`src/rtl/axi_wr_responder.sv`:
```
// AXI4-Lite write responder: collects one AW and one W beat in either order, commits the
// strobed data into a small register file, and returns a B response. One write outstanding at a time.
`timescale 1ns/1ps
module axi_wr_responder #(
  parameter int DATA_W = 32,
  parameter int ADDR_W = 12,
  parameter int DEPTH  = 16
) (
  input  logic                     ACLK,
  input  logic                     ARESETn,
  input  logic                     AWVALID,
  output logic                     AWREADY,
  input  logic [ADDR_W-1:0]        AWADDR,
  input  logic                     WVALID,
  output logic                     WREADY,
  input  logic [DATA_W-1:0]        WDATA,
  input  logic [DATA_W/8-1:0]      WSTRB,
  output logic                     BVALID,
  input  logic                     BREADY,
  output logic [1:0]               BRESP,
  input  logic                     mem_hold,
  input  logic [$clog2(DEPTH)-1:0] dbg_addr,
  output logic [DATA_W-1:0]        dbg_rdata
);

  localparam int STRB_W = DATA_W / 8;
  localparam int OFF_W  = $clog2(STRB_W);
  localparam int IDX_W  = $clog2(DEPTH);
  localparam logic [1:0] RESP_OKAY   = 2'b00;
  localparam logic [1:0] RESP_SLVERR = 2'b10;

  typedef enum logic [1:0] {S_COLLECT, S_COMMIT, S_RESP} state_e;

  state_e              state_q, state_d;
  logic                awready_q, awready_d;
  logic                wready_q, wready_d;
  logic                aw_held_q, aw_held_d;
  logic                w_held_q, w_held_d;
  logic                bvalid_q, bvalid_d;
  logic [1:0]          bresp_q, bresp_d;
  logic [ADDR_W-1:0]   widx_q, widx_d;
  logic [DATA_W-1:0]   wdata_q, wdata_d;
  logic [STRB_W-1:0]   wstrb_q, wstrb_d;
  logic [DATA_W-1:0]   mem_q [DEPTH];
  logic [DATA_W-1:0]   mem_d [DEPTH];

  logic aw_hs, w_hs, in_range;

  // READYs are registered, so a handshake only needs the registered ready and the master's VALID.
  assign aw_hs    = AWVALID && awready_q;
  assign w_hs     = WVALID && wready_q;
  // Full word index is kept so addresses beyond the file are rejected, not aliased.
  assign in_range = (widx_q < ADDR_W'(DEPTH));

  always_comb begin
    // NOTE: every signal gets a default before the case so no path can infer a latch.
    state_d   = state_q;
    awready_d = 1'b0;
    wready_d  = 1'b0;
    aw_held_d = aw_held_q;
    w_held_d  = w_held_q;
    bvalid_d  = bvalid_q;
    bresp_d   = bresp_q;
    widx_d    = widx_q;
    wdata_d   = wdata_q;
    wstrb_d   = wstrb_q;
    mem_d     = mem_q;

    case (state_q)
      S_COLLECT: begin
        if (aw_hs) begin
          widx_d    = AWADDR >> OFF_W;
          aw_held_d = 1'b1;
        end
        if (w_hs) begin
          wdata_d  = WDATA;
          wstrb_d  = WSTRB;
          w_held_d = 1'b1;
        end
        if (aw_held_d && w_held_d) begin
          state_d = S_COMMIT;
        end else begin
          awready_d = !aw_held_d;
          wready_d  = !w_held_d;
        end
      end
      S_COMMIT: begin
        if (!mem_hold) begin
          if (in_range) begin
            for (int i = 0; i < STRB_W; i++) begin
              if (wstrb_q[i]) mem_d[widx_q[IDX_W-1:0]][8*i +: 8] = wdata_q[8*i +: 8];
            end
            bresp_d = RESP_OKAY;
          end else begin
            bresp_d = RESP_SLVERR;
          end
          bvalid_d = 1'b1;
          state_d  = S_RESP;
        end
      end
      S_RESP: begin
        if (BREADY) begin
          bvalid_d  = 1'b0;
          aw_held_d = 1'b0;
          w_held_d  = 1'b0;
          awready_d = 1'b1;
          wready_d  = 1'b1;
          state_d   = S_COLLECT;
        end
      end
      default: state_d = S_COLLECT;
    endcase
  end

  // NOTE: sequential state uses non-blocking assignments so all flops update together at the edge.
  always_ff @(posedge ACLK or negedge ARESETn) begin
    if (!ARESETn) begin
      state_q   <= S_COLLECT;
      awready_q <= 1'b0;
      wready_q  <= 1'b0;
      aw_held_q <= 1'b0;
      w_held_q  <= 1'b0;
      bvalid_q  <= 1'b0;
      bresp_q   <= RESP_OKAY;
      widx_q    <= '0;
      wdata_q   <= '0;
      wstrb_q   <= '0;
      // NOTE: the register file must read zero after reset, so it is built from resettable flops, not RAM.
      for (int i = 0; i < DEPTH; i++) mem_q[i] <= '0;
    end else begin
      state_q   <= state_d;
      awready_q <= awready_d;
      wready_q  <= wready_d;
      aw_held_q <= aw_held_d;
      w_held_q  <= w_held_d;
      bvalid_q  <= bvalid_d;
      bresp_q   <= bresp_d;
      widx_q    <= widx_d;
      wdata_q   <= wdata_d;
      wstrb_q   <= wstrb_d;
      mem_q     <= mem_d;
    end
  end

  assign AWREADY   = awready_q;
  assign WREADY    = wready_q;
  assign BVALID    = bvalid_q;
  assign BRESP     = bresp_q;
  assign dbg_rdata = mem_q[dbg_addr];

endmodule

```
`config.mk`:
```
export PLATFORM = sky130hd
export DESIGN_NAME = axi_wr_responder
export DESIGN_NICKNAME = d
export VERILOG_FILES = /design/src/rtl/axi_wr_responder.sv
export SDC_FILE = /design/constraint.sdc
export NUM_CORES = 1
export LEC_CHECK = 0
export BUFFER_PORTS_ARGS = -buffer_cell sky130_fd_sc_hd__buf_4
export CORE_MARGIN = 8
export CORE_UTILIZATION = 40
export CTS_CLUSTER_DIAMETER = 120
export DETAILED_ROUTE_END_ITERATION = 6
export PLACE_DENSITY_LB_ADDON = 0.12
export SETUP_SLACK_MARGIN = 0.15
export SLEW_MARGIN = 20
export SYNTH_ARGS = -nofsm -noshare
export SYNTH_HDL_FRONTEND = slang
export SYNTH_SLANG_ARGS = --single-unit
```
`constraint.sdc`:
```
create_clock -name ACLK -period 2.4 [get_ports ACLK]
set_input_delay 0.24 -clock ACLK [delete_from_list [all_inputs] [get_ports ACLK]]
set_output_delay 0.24 -clock ACLK [all_outputs]
set_load 0.02 [all_outputs]
```
### Yosys cells after proc, flatten, opt, wreduce, memory -nomap -nowiden

Index checks and enable logic that the tools add are counted.
Widths: inputs -> output; s select.

| storage, ports and cells | value |
|---|---|
| RAM bits | 0 |
| memory bits (read-only) | 0 |
| word-level logic and storage cells | 101 |
| bits in latches | 0 |
| memories | 0 |
| input port bits | 58 |
| register bits after elaboration | 567 |

| cells by class | value |
|---|---|
| equal/unequal tests | 5 |
| $mul | 0 |
| shift operators | 0 |
| bitwise logic cells | 3 |
| divide/modulo/power cells | 0 |
| multiplexer cells | 47 |
| add/sub/neg operators | 0 |
| reductions and logical operators | 16 |
| magnitude comparators | 4 |

Operator list:

| cell | number |
|---|---|
| $mux 512 | 13 |
| $bwmux 512 | 4 |
| $demux 32 s4 | 4 |
| $bmux 32 s4 | 1 |
| $mux 32 | 3 |
| $mux 24 | 1 |
| $mux 16 | 1 |
| $ge 5x5->1 const B | 2 |
| $lt 10x5->1 const B | 1 |
| $not 4->5 | 2 |
| $pmux 1 s2 | 5 |
| $mux 1 | 9 |
| $reduce_and 3->1 | 3 |
| $mux 2 | 4 |
| $mux 8 | 1 |
| $reduce_and 2->1 | 4 |
| $ne 2x2->1 const B | 3 |
| $pmux 2 s3 | 1 |
| $lt 5x1->1 const B | 1 |
| $logic_and 1x1->1 | 4 |
| $reduce_bool 2->1 | 2 |
| $eq 2x1->1 const B | 1 |
| $eq 2x2->1 const B | 1 |
| $logic_not 1->1 | 2 |
| other kinds (2) | 2 |

### Logic depth before layout (Yosys ltp)

Gate-level depths: netlist (run 1).

| depth | value |
|---|---|
| depth after elaboration | 22 |
| depth in mapped cells | 5 |
| gate-level depth less buffers | 3 |

### Worst setup path before layout (run 1)

No wires, ideal clock.

| timing | value |
|---|---|
| path type | input-to-output |
| from | input dbg_addr[0] |
| to | output dbg_rdata[0] |
| path slack | 0.518 ns |
| required time | 2.160 ns |
| stages on the path | 5 |
| arrival time | 1.642 ns |
| path through | buf_2 > buf_2 > mux4_2 > a22oi_1 > nand2_1 |

| on the way | value |
|---|---|
| word-level cells in the longest chain between the ends | 4 |

Ends and longest elaborated chain:

| element | RTL line | RTL |
|---|---|---|
| from (decl) | 22 | `input logic [$clog2(DEPTH)-1:0] dbg_addr,` |
| $not 4->5 (not written as such) | 149 | `assign dbg_rdata = mem_q[dbg_addr];` |
| $bmux 32 s4 | 149 |  |
| $mux 32 (not written as such) (2 in a row) | 149 |  |
| to (decl) | 23 | `output logic [DATA_W-1:0] dbg_rdata` |

Every way passes these cells. The select of a mux whose other input is x is not followed.

### Final worst setup path (run 1)

| timing | value |
|---|---|
| from | register mem_q[200] in the netlist's numbering |
| to | output dbg_rdata[8] |

| on the way | value |
|---|---|
| word-level cells in the longest chain between the ends | 3 |

Ends and longest elaborated chain:

| element | RTL line | RTL |
|---|---|---|
| from (decl) | 44 | `logic [DATA_W-1:0] mem_q [DEPTH];` |
| from (signal assigned) | 141 | `mem_q <= mem_d;` |
| $bmux 32 s4 | 149 |  |
| $mux 32 (not written as such) (2 in a row) | 149 |  |

Every way passes these cells. The select of a mux whose other input is x is not followed.

==> qor.txt, run 1 <==
Max-slew headroom = 51.1%
Gpl congestion = 0.717
Pleak = 15.3 nW
Clk Latency, worst-skew pair = 0.62 ns
Drt wl/cell = 23.8 um
Mean post-synth cell area = 16.5 um^2
Fin nets = 1822
GRT Overall Usage = 17.3%
Synth unique cells = 34
Worst EP required = 2.16 ns
H-tree Lvls = 2
PD cells = 811 nW/um^2
Final TNS setup = 0 ns
Fill count = 5624
Pin count of the biggest net entering global routing = 89
Vias = 14.5k
RSZ-0062 raised after global routing = yes
Hold Fails Final Rpt = 0
Root buffer cell = clkbuf_16
Peak VDD IR = 563 uV
Worst path slowest cell = mux4_2
CTS clock-pin slew for the worst setup and hold paths = 0.06 ns
Startpoint types = register
# DRC = 0
Die Width = 272 um
Share of cells above drive strength 1 = 59.8%
Critical Path Start = mem_q[200]
DR vias/cell = 5.42
Asr flop ratio synth = 100%
1st-pass router iterations = 6
Gr ovfl total = 0
Diode count = 0
Crit path buffers/inverters = 1
Sink Count = 566
EDFF count, synth = 0
DR iter-0 viols = 542
Commonest non-fill, non-tap cells in the layout = dfrtp_1, mux2_2, buf_4, mux4_2, clkbuf_16
CP delay by family, top = multiplexers
CTS tree = built
Final Slew Violations = 0
FF-to-FF Start = widx_q[6]
Area grow syn2layout = 20.0%
Min Tclk post-route = 2.25 ns
Area of the die = 73900 um^2
Final WL = 63600 um
Final Setup Violations = 0
Crit end category = output pin
Net count after synthesis = 1645
Post-synthesis cell type with the largest combined area = dfrtp_1
Worst hold path class = in2async
FMAX = 444 MHz
Core Area = 65300 um^2
Setup CP Type = reg2out
R2R cell count = 5
Synth Register Bits = 566
I/O Buffers = 91
DRT antenna net count = 0
Final period util = 93.8%
Mapped Cells = 1587
Crit path max fanout = 2
Leading cell type in the layout, fill and taps excluded = dfrtp_1
Dpl cells = 2511
Post-DP HPWL = 40400 um
Layout Skew = 0.0125 ns
Slew @ Worst Pin = 0.733 ns
CP arrival = 2.01 ns
Initial antenna violation count = 0
Maxcap violations = 0
Initial Utilization = 40.1%
Finished Layout Cells = 2674
Num rows = 94
Slowest stage delay, CP = 0.48 ns
Global-route wire length before repair = 98900 um
Sequential share of the synthesized area = 54.1%
Die height = 272 um
Top-Level Pins = 95
Status = completed
Yosys warns = 0
Max Buffers Root-to-Sink = 3
Number of cells on the critical path = 4
Mapped Area = 26200 um^2
Top FF cell, synth = dfrtp_1
Synth top area share = 54.1%
Top post-synthesis cells by area = dfrtp_1, mux2_2, mux4_2
Vias in the first global route = 15.8k
Inserted Clock Buffers = 61
Cells along the critical path = mux4_2 > a22oi_2 > nand2_1 > buf_4
## sequential cells by signal, summed over array words and instances (netlist names)
register / cells
w_held_q: 1
aw_held_q: 1
wstrb_q: 4
AWREADY: 1
mem_q: 512
WREADY: 1
BVALID: 1
state_q: 2
wdata_q: 32
BRESP: 1
widx_q: 10
## metrics by stage
step / utilization [%] / total power [mW] / hold slack [ns] / worst slack [ns] / instance area (um^2)
floorplan: - / 14.1 / -0.0556 / 0.518 / 26200
global placement: 43.5 / 15.8 / 0.205 / 0.0274 / 28400
detailed placement: 43.5 / 15.9 / 0.211 / 0.0408 / 28400
CTS: 47.8 / 25.9 / 0.123 / 0.0443 / 31200
global route: 48.1 / 26.7 / 0.158 / 0.0469 / 31400
finish: 48.1 / 25.5 / 0.152 / 0.150 / 31400
## worst register-to-register path, delay by kind of cell, from the launching register on
kind | cells | cell delay, ns
AND/OR/NAND/NOR | 2 | 0.75
buffers and inverters | 2 | 0.52
flip-flops | 1 | 0.38
multiplexers | 1 | 0.38
## layout make-up
class,instances,area [um^2],share of cell area [%]
Clock buffer,92,1860,5.90
Clock inverter,17,223,0.709
Inverter,3,11.3,0.0358
Multi-Input combinational cell,899,11800,37.6
Sequential cell,566,14200,45.1
Tap cell,864,1080,3.44
Timing Repair Buffer,233,2290,7.29
## cells in the mapped netlist (2+ instances only)
library cell    n
a22oi_1        64
nor2_1          4
and4bb_2       10
o21ai_0         2
nand4_2        21
buf_1           3
dfrtp_1       566
mux2_2        533
nand4_4        43
inv_1           3
nand2_1        37
buf_2          25
and4b_1         4
nor4b_4         4
a31oi_1         3
clkbuf_1       62
buf_6           2
nand2b_1        3
nor2b_1         2
mux4_2        128
buf_4          26
a21oi_1         6
mux2_1         25
## logic make-up after synthesis
group                  share of synthesized area, %
AO/OA/AOI/OAI                                  2.09
buffers and inverters                          2.30
flip-flops                                     54.1
multiplexers                                   35.0
other                                        0.0143
AND/OR/NAND/NOR                                6.49
## final timing paths
path | to | slack, ns
min | mem_q[265] | 0.15
max reg2reg | mem_q[133] | 0.24
min reg2reg | mem_q[324] | 0.49
min in group ACLK | aw_held_q | 0.38
max | dbg_rdata[8] | 0.15
max in group asynchronous | mem_q[480] | 1.33
## repair_timing
| action | CTS | global route |
|---|---|---|
| endpoints found under the hold margin | 201 | 0 |
| setup buffers | 1 | 2 |
| pin swaps | 22 | 32 |
| gates resized for setup | 30 | 51 |
| hold buffers | 51 | 0 |
| endpoints found under the setup margin | 100 | 40 |
## routing by layer
metal,track usage (%),routed length [um],vias to the layer above
li1,-,-,6449
met3,2.20,1870,82
met4,4.58,1300,0
met1,24.3,29400,7793
met2,28.4,31000,178
met5,0,0,-
## power breakdown
part	internal [mW]	total, mW	switching, mW
combinational	1.83	4.04	2.21
clock	5.82	9.65	3.83
sequential	10.2	11.8	1.59
total	17.8	25.5	7.63
(Power assumes the default switching activity.)
==> run 2, diff against run 1 <==
--- a/config.mk
+++ b/config.mk
@@ -6,12 +6,13 @@
 export NUM_CORES = 1
 export LEC_CHECK = 0
 export BUFFER_PORTS_ARGS = -buffer_cell sky130_fd_sc_hd__buf_4
+export CORE_ASPECT_RATIO = 0.7
 export CORE_MARGIN = 8
 export CORE_UTILIZATION = 40
 export CTS_CLUSTER_DIAMETER = 120
 export DETAILED_ROUTE_END_ITERATION = 6
 export PLACE_DENSITY_LB_ADDON = 0.12
-export SETUP_SLACK_MARGIN = 0.15
+export SETUP_SLACK_MARGIN = 0.4
 export SLEW_MARGIN = 20
 export SYNTH_ARGS = -nofsm -noshare
 export SYNTH_HDL_FRONTEND = slang
==> run 2 against run 1 <==
Clock skew is 0.0013 ns lower; setup slack better by 0.0010 ns; die area is 0.18% higher; core utilization rose by 0.95 points; final cell count grew 1.6%; clock-buffer cell count down 1.
==> qor.txt, run 2 (same netlist as run 1, synthesis figures left out) <==
Status = completed
Max Buffers Root-to-Sink = 3
Gpl congestion = 0.722
Area grow syn2layout = 21.5%
Final Slew Violations = 0
Peak VDD IR = 553 uV
Top-Level Pins = 95
Share of cells above drive strength 1 = 60.4%
FMAX = 445 MHz
Fin Hold WS = 0.130 ns
Area of the die = 74000 um^2
Hold Fails Final Rpt = 0
Final Setup Violations = 0
Initial antenna violation count = 0
1st-pass router iterations = 4
Slew @ Worst Pin = 0.662 ns
Comb power frac = 17.1%
CP delay by family, top = multiplexers
Crit path buffers/inverters = 1
Biggest register = mem_q
Drt wl/cell = 23.6 um
Startpoint types = register
Worst flop-to-flop path endpoint = mem_q[370]
Crit path max fanout = 2
# DRC = 0
I/O Buffers = 91
Post-DP HPWL = 40100 um
Setup CP Type = reg2out
Final WL = 64200 um
Vias in the first global route = 16.1k
Pin count of the biggest net entering global routing = 108
DR vias/cell = 5.43
Worst path slowest cell = mux4_2
Clk Latency, worst-skew pair = 0.61 ns
Die Width = 322 um
Internal = 17.4 mW
PD cells = 784 nW/um^2
DR iter-0 viols = 807
Inserted Clock Buffers = 55
Initial Utilization = 40.4%
Maxcap violations = 0
Max-slew headroom = 55.9%
Seq pwr share = 47.3%
Min Tclk post-route = 2.25 ns
H-tree Lvls = 2
R2R cell count = 5
DRT antenna net count = 0
Fin nets = 1852
CP arrival = 2.01 ns
GRT Overall Usage = 17.4%
Die height = 230 um
Sink Count = 566
FF-to-FF Start = widx_q[5]
Layout Skew = 0.0112 ns
Leading cell type in the layout, fill and taps excluded = dfrtp_1
CTS clock-pin slew for the worst setup and hold paths = 0.06 ns
RSZ-0062 raised after global routing = yes
Sw power = 7.50 mW
Gr ovfl total = 0
Core Area = 64800 um^2
Largest register FFs = 512
FF-to-FF setup slack = 0.42 ns
Root buffer cell = clkbuf_16
Critical Path Start = mem_q[414]
Commonest non-fill, non-tap cells in the layout = dfrtp_1, mux2_2, buf_4, mux4_2, clkbuf_16
Crit end category = output pin
Worst EP required = 2.16 ns
Final TNS setup = 0 ns
CTS tree = built
Cells along the critical path = mux4_2 > a22oi_2 > nand2_2 > buf_6
Num rows = 78
Pleak = 15.6 nW
Worst hold path class = in2async
Global-route wire length before repair = 100000 um
Diode count = 0
Biggest regs = mem_q (512), wdata_q (32), widx_q (10)
Sw frac = 30.1%
Clock power frac = 35.7%
Slowest stage delay, CP = 0.50 ns
Final period util = 93.7%
Vias = 14.7k
## run 2: cell type report
cell class,count,area (um^2)
fillers,5518,33000
flip-flops and latches,566,14200
inverters,3,11.3
repair buffers,269,2960
clock buffers,91,1730
multi-input cells,899,11700
clock inverters,9,123
well taps,880,1100
## run 2: metal layers
| layer | part of all wire [%] | track usage, % | up-vias |
|---|---|---|---|
| li1 | - | - | 6488 |
| met4 | 2.4 | 5.01 | 0 |
| met5 | 0 | 0 | - |
| met1 | 49 | 25.2 | 8005 |
| met3 | 2.6 | 2.41 | 84 |
| met2 | 46 | 27.1 | 165 |
## run 2: power by group through the flow
stage	Combinational (mW)	Clock, mW	Sequential, mW
after floorplan	3.10	0	11.0
after global routing	4.53	9.57	12.0
final	4.26	8.90	11.8
after CTS	3.91	9.18	11.8
after detailed placement	3.67	0	12.0
after global placement	3.61	0	11.9
## run 2: worst max-delay path by stage
stage                     to  slack, ns  cells past startpoint
2_1_floorplan   dbg_rdata[0]       0.52                      5
3_3_place_gp      mem_q[166]       0.21                      5
3_5_place_dp      mem_q[160]       0.18                      5
4_1_cts        dbg_rdata[30]       0.09                      4
5_1_grt        dbg_rdata[30]       0.07                      4
6_report       dbg_rdata[30]       0.15                      4
## run 2: timing repair
item / 4_1_cts / 5_1_grt
hold buffers: 51 / 0
buffers inserted: 12 / 19
setup endpoints to repair: 499 / 261
hold endpoints to repair: 268 / 0
gates cloned: 2 / 4
pin swaps: 67 / 11
gates resized for setup: 77 / 15
## run 2: per-stage QoR
step / instance area, um^2 / setup WS [ns] / instances / util [%] / total power [mW]
after floorplan: 26200 / 0.518 / 1587 / - / 14.1
final: 31800 / 0.151 / 2717 / 49.1 / 24.9
after global placement: 28500 / 0.205 / 2529 / 44.0 / 15.6
after detailed placement: 28500 / 0.177 / 2529 / 44.0 / 15.7
after CTS: 31400 / 0.0869 / 2694 / 48.5 / 24.9
after global routing: 31800 / 0.0738 / 2717 / 49.1 / 26.1
## run 2: worst register-to-register path, cell delays in order, from the launching register on
cell and delay [ns]:
dfrtp_1 0.39, nor4_2 0.31, buf_6 0.28, clkbuf_16 0.23, nand4_4 0.28, mux2_2 0.38
